==> config.mk <==
export PLATFORM = sky130hd
export DESIGN_NAME = ex_operand_stage
export DESIGN_NICKNAME = d
export VERILOG_FILES = /design/src/rtl/ex_operand_stage.sv
export SDC_FILE = /design/constraint.sdc
export NUM_CORES = 1
export LEC_CHECK = 0
export ABC_CLOCK_PERIOD_IN_PS = 1450
export CAP_MARGIN = 20
export CORE_ASPECT_RATIO = 0.5
export CORE_UTILIZATION = 50
export DETAILED_ROUTE_END_ITERATION = 8
export DONT_BUFFER_PORTS = 1
export GPL_ROUTABILITY_DRIVEN = 0
export GPL_TIMING_DRIVEN = 0
export PLACE_DENSITY = 0.72
export SLEW_MARGIN = 20
export SYNTH_ARGS = -nofsm -noshare
export SYNTH_HDL_FRONTEND = slang
export SYNTH_SLANG_ARGS = --single-unit
==> constraint.sdc <==
create_clock -name clk_i -period 1.45 [get_ports clk_i]
set_input_delay 0.0725 -clock clk_i [delete_from_list [all_inputs] [get_ports clk_i]]
set_output_delay 0.0725 -clock clk_i [all_outputs]
set_load 0.05 [all_outputs]
==> src/rtl/ex_operand_stage.sv <==
// ID/EX pipeline register with forwarding-operand resolution for the EX stage.
// Holds the instruction through D-cache stalls while keeping forwarded operands alive.
module ex_operand_stage #(
    parameter int DATA_W  = 32,
    parameter int CTRL_W  = 7,
    parameter int IDX_W   = 5,
    parameter int FUNCT_W = 10
) (
    input  logic                      clk_i,
    input  logic                      rst_i,
    input  logic                      hold_i,
    input  logic                      flush_i,
    input  logic                      id_valid_i,
    input  logic        [CTRL_W-1:0]  id_ctrl_i,
    input  logic signed [DATA_W-1:0]  id_rs1_data_i,
    input  logic signed [DATA_W-1:0]  id_rs2_data_i,
    input  logic signed [DATA_W-1:0]  id_imm_i,
    input  logic        [FUNCT_W-1:0] id_funct_i,
    input  logic        [IDX_W-1:0]   id_rs1_i,
    input  logic        [IDX_W-1:0]   id_rs2_i,
    input  logic        [IDX_W-1:0]   id_rd_i,
    input  logic        [1:0]         ForwardA_i,
    input  logic        [1:0]         ForwardB_i,
    input  logic signed [DATA_W-1:0]  mem_fwd_data_i,
    input  logic signed [DATA_W-1:0]  wb_fwd_data_i,
    output logic                      ex_valid_o,
    output logic        [CTRL_W-1:0]  ex_ctrl_o,
    output logic        [IDX_W-1:0]   ex_rs1_o,
    output logic        [IDX_W-1:0]   ex_rs2_o,
    output logic        [IDX_W-1:0]   ex_rd_o,
    output logic        [FUNCT_W-1:0] ex_funct_o,
    output logic signed [DATA_W-1:0]  alu_a_o,
    output logic signed [DATA_W-1:0]  alu_b_o,
    output logic signed [DATA_W-1:0]  store_data_o
);

    // ALUSrc sits in the least significant bit of the control word.
    localparam int ALUSRC_BIT = 0;

    logic                      r_vld_p1;
    logic        [CTRL_W-1:0]  r_ctrl_p1;
    logic        [IDX_W-1:0]   r_rs1_p1;
    logic        [IDX_W-1:0]   r_rs2_p1;
    logic        [IDX_W-1:0]   r_rd_p1;
    logic        [FUNCT_W-1:0] r_funct_p1;
    logic signed [DATA_W-1:0]  r_rs1_data_p1;
    logic signed [DATA_W-1:0]  r_rs2_data_p1;
    logic signed [DATA_W-1:0]  r_imm_p1;

    logic signed [DATA_W-1:0]  w_fwd_a;
    logic signed [DATA_W-1:0]  w_fwd_b;

    // Select 11 is reserved and falls back to the stored register value.
    function automatic logic signed [DATA_W-1:0] fwd_sel(
        input logic        [1:0]        sel,
        input logic signed [DATA_W-1:0] reg_d,
        input logic signed [DATA_W-1:0] mem_d,
        input logic signed [DATA_W-1:0] wb_d
    );
        logic signed [DATA_W-1:0] res;
        case (sel)
            2'b10:   res = mem_d;
            2'b01:   res = wb_d;
            default: res = reg_d;
        endcase
        return res;
    endfunction

    // ---- ID -> EX register boundary ----
    always_ff @(posedge clk_i) begin
        if (!rst_i) begin
            r_vld_p1      <= 1'b0;
            r_ctrl_p1     <= '0;
            r_rs1_p1      <= '0;
            r_rs2_p1      <= '0;
            r_rd_p1       <= '0;
            r_funct_p1    <= '0;
            r_rs1_data_p1 <= '0;
            r_rs2_data_p1 <= '0;
            r_imm_p1      <= '0;
        end else if (hold_i) begin
            // Capture forwarded values so they outlive the producer while EX is frozen.
            r_rs1_data_p1 <= w_fwd_a;
            r_rs2_data_p1 <= w_fwd_b;
        end else if (flush_i) begin
            r_vld_p1  <= 1'b0;
            r_ctrl_p1 <= '0;
            r_rs1_p1  <= '0;
            r_rs2_p1  <= '0;
            r_rd_p1   <= '0;
        end else begin
            r_vld_p1      <= id_valid_i;
            r_ctrl_p1     <= id_valid_i ? id_ctrl_i : '0;
            r_rs1_p1      <= id_valid_i ? id_rs1_i  : '0;
            r_rs2_p1      <= id_valid_i ? id_rs2_i  : '0;
            r_rd_p1       <= id_valid_i ? id_rd_i   : '0;
            r_funct_p1    <= id_funct_i;
            r_rs1_data_p1 <= id_rs1_data_i;
            r_rs2_data_p1 <= id_rs2_data_i;
            r_imm_p1      <= id_imm_i;
        end
    end

    // ---- EX operand resolution (combinational) ----
    assign w_fwd_a = fwd_sel(ForwardA_i, r_rs1_data_p1, mem_fwd_data_i, wb_fwd_data_i);
    assign w_fwd_b = fwd_sel(ForwardB_i, r_rs2_data_p1, mem_fwd_data_i, wb_fwd_data_i);

    assign alu_a_o      = w_fwd_a;
    assign alu_b_o      = r_ctrl_p1[ALUSRC_BIT] ? r_imm_p1 : w_fwd_b;
    assign store_data_o = w_fwd_b;

    assign ex_valid_o = r_vld_p1;
    assign ex_ctrl_o  = r_ctrl_p1;
    assign ex_rs1_o   = r_rs1_p1;
    assign ex_rs2_o   = r_rs2_p1;
    assign ex_rd_o    = r_rd_p1;
    assign ex_funct_o = r_funct_p1;

endmodule

==> results of run 1 <==
## worst max-delay path, delay by kind of cell, from the launching register on
family / cells / cell delay (ns)
AOI/OAI and AO/OA: 1 / 0.58
buffers and inverters: 2 / 0.36
DFF: 1 / 0.42
## final cells by class
| type | instances | area share |
|---|---|---|
| multi-input cells | 585 | 0.531 |
| flip-flops and latches | 129 | 0.225 |
| repair buffers | 136 | 0.118 |
| plain buffers | 88 | 0.0552 |
| clock buffers | 18 | 0.0374 |
| well taps | 192 | 0.0209 |
| clock inverters | 14 | 0.0107 |
| inverters | 5 | 0.00163 |
## kinds of logic after synthesis
logic type               count (synthesis)
multiplexers                            64
flip-flops                             129
adder cells (fa/ha/maj)                  4
AND/OR/NAND/NOR                        250
buffers and inverters                   93
AO/OA/AOI/OAI                          267
## sequential cells by signal (all words and copies together), names as in the netlist
name / cells
r_imm_p1: 32
r_rs1_data_p1: 32
r_rs2_data_p1: 32
ex_funct_o: 10
ex_ctrl_o: 7
ex_rd_o: 5
ex_rs1_o: 5
ex_rs2_o: 5
ex_valid_o: 1
## power by group
group | switching, W | internal [W] | total (W) | leakage, nW
registers | 0.000258 | 0.00378 | 0.00403 | 1.06
logic | 0.00325 | 0.00153 | 0.00479 | 2.65
clock network | 0.00186 | 0.00225 | 0.00411 | 0.264
total | 0.00537 | 0.00756 | 0.0129 | 3.97
## cells in the mapped netlist (all sizes together)
library cell | n | area share
o32ai | 64 | 0.079
inv | 5 | 0.0026
o21ai | 42 | 0.029
nand2 | 56 | 0.030
nand4bb | 22 | 0.035
o31ai | 32 | 0.034
nand2b | 1 | 0.00088
nor2b | 64 | 0.056
a21oi | 65 | 0.046
dfxtp | 129 | 0.36
mux2i | 64 | 0.090
or3b | 43 | 0.053
clkbuf | 38 | 0.021
buf | 50 | 0.042
ha | 4 | 0.0070
nor2 | 64 | 0.034
a221oi | 64 | 0.079
## final timing paths
path / from / end / slack, ns / cells after the start
worst max register to register: ex_funct_o[3] / ex_funct_o[3] / 0.29 / 2
worst max-delay path: ex_ctrl_o[0] / alu_b_o[12] / -0.41 / 3
worst min register to register: r_imm_p1[21] / r_imm_p1[21] / 0.47 / 2
worst min-delay path: wb_fwd_data_i[7] / r_rs1_data_p1[7] / 0.007 / 2
## layer usage
| metal | wire length (um) | vias up | global-route usage | share of wire |
|---|---|---|---|---|
| li1 | - | 3425 | - | - |
| met1 | 12300 | 3853 | 0.464 | 0.41 |
| met2 | 14500 | 415 | 0.652 | 0.48 |
| met3 | 2780 | 62 | 0.122 | 0.092 |
| met4 | 732 | 0 | 0.141 | 0.024 |
| met5 | 0 | - | 0 | 0 |
## metrics by stage
stage,setup slack (ns),cell area (um2),power (W),cells
6_report,-0.414,11500,0.0129,1167
3_3_place_gp,-0.452,8150,0.00766,999
5_1_grt,-0.433,11500,0.0133,1167
3_5_place_dp,-0.482,8150,0.00774,999
4_1_cts,-0.429,11100,0.0126,1165
2_1_floorplan,-0.236,7910,0.00725,807
## what timing repair did
item | CTS | global route
hold buffers | 129 | 0
setup buffers | 3 | 2
gates cloned | 2 | 0
pin swaps | 15 | 29
gates resized for setup | 180 | 93
hold endpoints to repair | 128 | 0
endpoints found under the setup margin | 97 | 89
==> out/results.md, run 1 <==
| Metric | Value |
|---|---|
| Compound-gate portion of the synthesized area | 0.266 |
| Register area share after synthesis | 0.362 |
| Wirelength per Cell | 25.9 um |
| Clock transition at the registers of the reported paths | 0.07 ns |
| CTS tree | yes |
| Area used by multi-input combinational logic | 6100 um2 |
| Simple-gate area share of the yosys netlist | 0.208 |
| Crit path max-delay cell type | sky130_fd_sc_hd__o31ai_4 |
| Adder-cell share of the synthesized area | 0.00702 |
| Xor/xnor share of the synthesized area | 0 |
| Final nets | 1167 |
| End-of-flow core utilization | 0.836 |
| Initial standard-cell utilization of the core | 0.519 |
| Global router's overall resource usage | 0.386 |
| Run status | finished with violations |
| Synthesis-stage register bit count | 129 |
| Total of fill cells in the finished design | 767 |
| Num CTS Buffers | 17 |
| Layout overhead on the synthesized area | 61.2% |
| Register Area | 2590 um2 |
| Startpoint type of the worst setup path | flip-flop |
| Htree depth | 4 |
| Syn Inst Count | 807 |
| Ratio of final minimum period to clock period | 1.29 |
| Minimum period implied by the final worst setup slack | 1.86 ns |
| Layout cell share with drive strength beyond 1 | 0.329 |
| Insertion delay to the later sink of the worst-skew pair | 0.42 ns |
| Signal arrival time at the worst endpoint | 1.79 ns |
| IO buf count | 0 |
| Maximum number of pins on one net before global-route repair | 17 |
| Hold violation count in the final report | 0 |
| Count of antenna diodes in the layout | 0 |
| VDD IR max | 721 uV |
| Worst slew margin relative to its limit | 0.543 |
| Total power per unit cell area | 1130 nW/um2 |
| Fmax | 536 MHz |
| Yosys warnings | 0 |
| Violations in the final reports | negative setup slack |
| CP Capture Type | primary output |
| Skew final | 0 ns |
| Library cells used by synthesis | 24 |
| Most frequent cells in the layout | 129 x sky130_fd_sc_hd__dlygate4sd3_1, 128 x sky130_fd_sc_hd__dfxtp_1, 65 x sky130_fd_sc_hd__a21oi_1 |
| Pins Over Slew Limit | 0 |
| Setup slack of the critical path after layout | -0.414 ns |
| Commonest non-fill, non-tap cell in the layout | sky130_fd_sc_hd__dlygate4sd3_1 |
| Largest fanout on the critical path | 8 |
| Type of the setup path with the least slack | flip-flop to primary output |
| Detailed Place HPWL | 19.9 mm |
| Top cell by count, worst path | sky130_fd_sc_hd__clkbuf_16 |
| Largest buffer count on any clock path | 2 |
| Standby leakage power | 3.97 nW |
| Number of rows in the core area | 30 |
| # Max-Cap Violations | 0 |
| Type of the most critical hold path | input port to flip-flop |
| Die height | 86.4 um |
| DRC Markers | 0 |
| First DRT Iteration DRCs | 564 |
| Synthesized area divided by synthesized cell count | 8.83 um2 |
| Overflow left after global routing | 0 |
| Final WL | 30.3 mm |
| Die boundary width | 171 um |
| Vias after detailed routing | 7755 |
| Final setup violation count | 34 |
| Total Negative Setup Slacks | -10.89 ns |
| Post-Route Hold Slack | 0.00687 ns |
| Ports | 330 |
| Post-Syn Nets | 1012 |
| Required time at the endpoint of the critical path | 1.38 ns |
| Area of the core | 13700 um2 |
| Multiplexer fraction of the synthesized cell area | 0.0899 |
| Antenna Nets Post-Route | 0 |
| Number of clock sinks seen by CTS | 129 |
| Combined area of all synthesized cells | 7130 um2 |
| Stage delay of the slowest cell on the critical path | 0.58 ns |
| Least-Margin Pin Slew | 0.688 ns |
| Buffer cell driving the clock tree root | sky130_fd_sc_hd__clkbuf_16 |
| Overall die area | 14800 um2 |
| Dominant combinational cell family by area after synthesis | compound AO/OA/AOI/OAI gates |
| Unrepaired setup endpoints after global routing | yes |
| Crit path cell chain | clkbuf_16 > clkbuf_16 > o31ai_4 |
| Vias in the first global route | 7712 |
| Mean number of vias per cell | 6.65 |
| First-pass GRT wire length | 43.1 mm |
| Initial antenna violation count | 0 |
| 1st-pass router iterations | 4 |
Note: power is estimated with default switching activity, not from simulation.
==> run 2: changes to the inputs <==
--- a/config.mk
+++ b/config.mk
@@ -7,13 +7,13 @@
 export LEC_CHECK = 0
 export ABC_CLOCK_PERIOD_IN_PS = 1450
 export CAP_MARGIN = 20
-export CORE_ASPECT_RATIO = 0.5
-export CORE_UTILIZATION = 50
+export CORE_AREA = 2 2 129 131
 export DETAILED_ROUTE_END_ITERATION = 8
+export DIE_AREA = 0 0 131 133
 export DONT_BUFFER_PORTS = 1
 export GPL_ROUTABILITY_DRIVEN = 0
 export GPL_TIMING_DRIVEN = 0
-export PLACE_DENSITY = 0.72
+export PLACE_DENSITY = 0.66
 export SLEW_MARGIN = 20
 export SYNTH_ARGS = -nofsm -noshare
 export SYNTH_HDL_FRONTEND = slang
==> run 2 against run 1 <==
Net effect:
- the flow still finishes with violations (negative setup slack)
- first-iteration DRC count down 28%
- sequential share of layout area down 0.22 points
- clock power up 6.8%
- die area up 18%
- via count up 0.97%
- critical path depth unchanged
- clock-buffer cell count down 1
- cell area up 0.99%
- power up 2.7%
- register-to-register slack better by 0.05 ns
==> out/results.md, run 2 (synthesis results as in run 1) <==
| Metric | Value | vs previous |
|---|---|---|
| Initial antenna violation count | 1 | was 0 |
| First DRT Iteration DRCs | 406 | was 564 |
| Number of rows in the core area | 47 | was 30 |
| Maximum number of pins on one net before global-route repair | 17 | unchanged |
| # Max-Cap Violations | 0 | unchanged |
| Cell-internal power | 0.00792 W | was 0.00756 W |
| Registers with the highest flip-flop counts | r_imm_p1: 32 flops, r_rs1_data_p1: 32 flops, r_rs2_data_p1: 32 flops | unchanged |
| Total Negative Setup Slacks | -10.94 ns | was -10.89 ns |
| Layout overhead on the synthesized area | 62.8% | was 61.2% |
| Largest buffer count on any clock path | 2 | unchanged |
| Die height | 133 um | was 86.4 um |
| Final nets | 1180 | was 1167 |
| Num CTS Buffers | 17 | unchanged |
| Initial standard-cell utilization of the core | 0.441 | was 0.519 |
| Post-route cell area | 11600 um2 | was 11500 um2 |
| Overflow left after global routing | 0 | unchanged |
| Ratio of final minimum period to clock period | 1.30 | was 1.29 |
| Switching portion of total power | 0.404 | was 0.416 |
| Type of the setup path with the least slack | flip-flop to primary output | unchanged |
| Ports | 330 | unchanged |
| Insertion delay to the later sink of the worst-skew pair | 0.41 ns | was 0.42 ns |
| Type of the most critical hold path | input port to flip-flop | unchanged |
| Dpl cell area | 8180 um2 | was 8150 um2 |
| Required time at the endpoint of the critical path | 1.38 ns | about the same |
| Combinational power share | 0.364 | was 0.370 |
| Pins Over Slew Limit | 0 | unchanged |
| Worst R2R Start | ex_funct_o[4] | was ex_funct_o[3] |
| Detailed Place HPWL | 21.3 mm | was 19.9 mm |
| Buffer cell driving the clock tree root | sky130_fd_sc_hd__clkbuf_16 | unchanged |
| Overall die area | 17400 um2 | was 14800 um2 |
| Clock Power Share | 0.331 | was 0.318 |
| Layout cell share with drive strength beyond 1 | 0.318 | was 0.329 |
| Area of the core | 16200 um2 | was 13700 um2 |
| Die boundary width | 131 um | was 171 um |
| Least-Margin Pin Slew | 0.730 ns | was 0.688 ns |
| Largest fanout on the critical path | 7 | was 8 |
| Worst slew margin relative to its limit | 0.513 | was 0.543 |
| Net switching power | 0.00536 W | was 0.00537 W |
| Clock transition at the registers of the reported paths | 0.07 ns | about the same |
| Htree depth | 4 | unchanged |
| CTS tree | yes | unchanged |
| Vias after detailed routing | 7830 | was 7755 |
| First-pass GRT wire length | 46.3 mm | was 43.1 mm |
| Unrepaired setup endpoints after global routing | yes | unchanged |
| Most frequent cells in the layout | 145 x sky130_fd_sc_hd__dlygate4sd3_1, 128 x sky130_fd_sc_hd__dfxtp_1, 65 x sky130_fd_sc_hd__a21oi_1 | was 129 x sky130_fd_sc_hd__dlygate4sd3_1, 128 x sky130_fd_sc_hd__dfxtp_1, 65 x sky130_fd_sc_hd__a21oi_1 |
| Violations in the final reports | negative setup slack | unchanged |
| Launch point of the critical path | ex_ctrl_o[0] | unchanged |
| Overall power of the completed layout | 0.0133 W | was 0.0129 W |
| 1st-pass router iterations | 5 | was 4 |
| Skew final | 0 ns | unchanged |
| Final setup violation count | 33 | was 34 |
| Fmax | 530 MHz | was 536 MHz |
| Setup slack of the critical path after layout | -0.437 ns | was -0.414 ns |
| Signal arrival time at the worst endpoint | 1.81 ns | was 1.79 ns |
| VDD IR max | 810 uV | was 721 uV |
| Global router's overall resource usage | 0.349 | was 0.386 |
| Run status | finished with violations | unchanged |
| Register share of total power | 0.305 | was 0.312 |
| Worst Hold Launch | wb_fwd_data_i[10] | was wb_fwd_data_i[7] |
| Hold violation count in the final report | 0 | unchanged |
| Post-Route Hold Slack | 0.0174 ns | was 0.00687 ns |
| Number of clock sinks seen by CTS | 129 | unchanged |
| CP Capture Type | primary output | unchanged |
| Total power per unit cell area | 1140 nW/um2 | was 1130 nW/um2 |
| Commonest non-fill, non-tap cell in the layout | sky130_fd_sc_hd__dlygate4sd3_1 | unchanged |
| Standby leakage power | 4.09 nW | was 3.97 nW |
| IO buf count | 0 | unchanged |
| Startpoint type of the worst setup path | flip-flop | unchanged |
| Vias in the first global route | 8326 | was 7712 |
| Antenna Nets Post-Route | 0 | unchanged |
| Minimum period implied by the final worst setup slack | 1.89 ns | was 1.86 ns |
| Mean number of vias per cell | 6.48 | was 6.65 |
| Wirelength per Cell | 26.2 um | was 25.9 um |
| DRC Markers | 0 | unchanged |
| Final WL | 31.7 mm | was 30.3 mm |
==> run 2: power by group through the flow <==
stage	clock network, W	registers (W)	logic (W)
5_1_grt	0.00457	0.00407	0.00500
3_5_place_dp	0	0.00409	0.00369
2_1_floorplan	0	0.00404	0.00320
4_1_cts	0.00442	0.00402	0.00462
6_report	0.00439	0.00405	0.00484
3_3_place_gp	0	0.00407	0.00361
==> run 2: per-layer routing <==
layer  GRT usage  wire length [um]  part of all wire
met1       0.370             11300              0.36
met2       0.599             15900              0.50
met3       0.120              2930             0.092
met4       0.189              1550             0.049
met5           0                 0                 0
==> run 2: cell type report <==
cell class                      count  area [um2]
Antenna cell                        1        2.50
Buffer                             88         614
Clock buffer                       17         425
Clock inverter                     15         174
Fill cell                        1076        4570
Inverter                            5        18.8
Multi-Input combinational cell    585        6010
Sequential cell                   129        2590
Tap cell                          220         275
Timing Repair Buffer              149        1490
==> run 2: final timing paths <==
path / endpoint / slack (ns) / cells after the start
min reg2reg: r_imm_p1[18] / 0.47 / 2
min: r_rs1_data_p1[10] / 0.02 / 2
max: alu_b_o[16] / -0.44 / 3
max reg2reg: ex_funct_o[4] / 0.34 / 2
==> run 2: through the flow <==
| stage | setup WS (ns) | cells | util |
|---|---|---|---|
| 2_1_floorplan | -0.236 | 807 | - |
| 3_3_place_gp | -0.439 | 1027 | 0.506 |
| 3_5_place_dp | -0.441 | 1027 | 0.506 |
| 4_1_cts | -0.488 | 1207 | 0.704 |
| 5_1_grt | -0.483 | 1209 | 0.717 |
| 6_report | -0.437 | 1209 | 0.717 |
==> run 2: critical path, stage by stage (launching register included) <==
cell and delay [ns]:
sky130_fd_sc_hd__dfxtp_4 0.41, sky130_fd_sc_hd__clkbuf_16 0.19, sky130_fd_sc_hd__clkbuf_16 0.17, sky130_fd_sc_hd__o31ai_4 0.62
==> run 2: timing repair <==
action,CTS,global route
setup endpoints to repair,97,81
hold buffers,145,0
buffers inserted,2,1
gates cloned,1,0
gates resized for setup,200,62
endpoints found under the hold margin,128,0
pin swaps,17,18
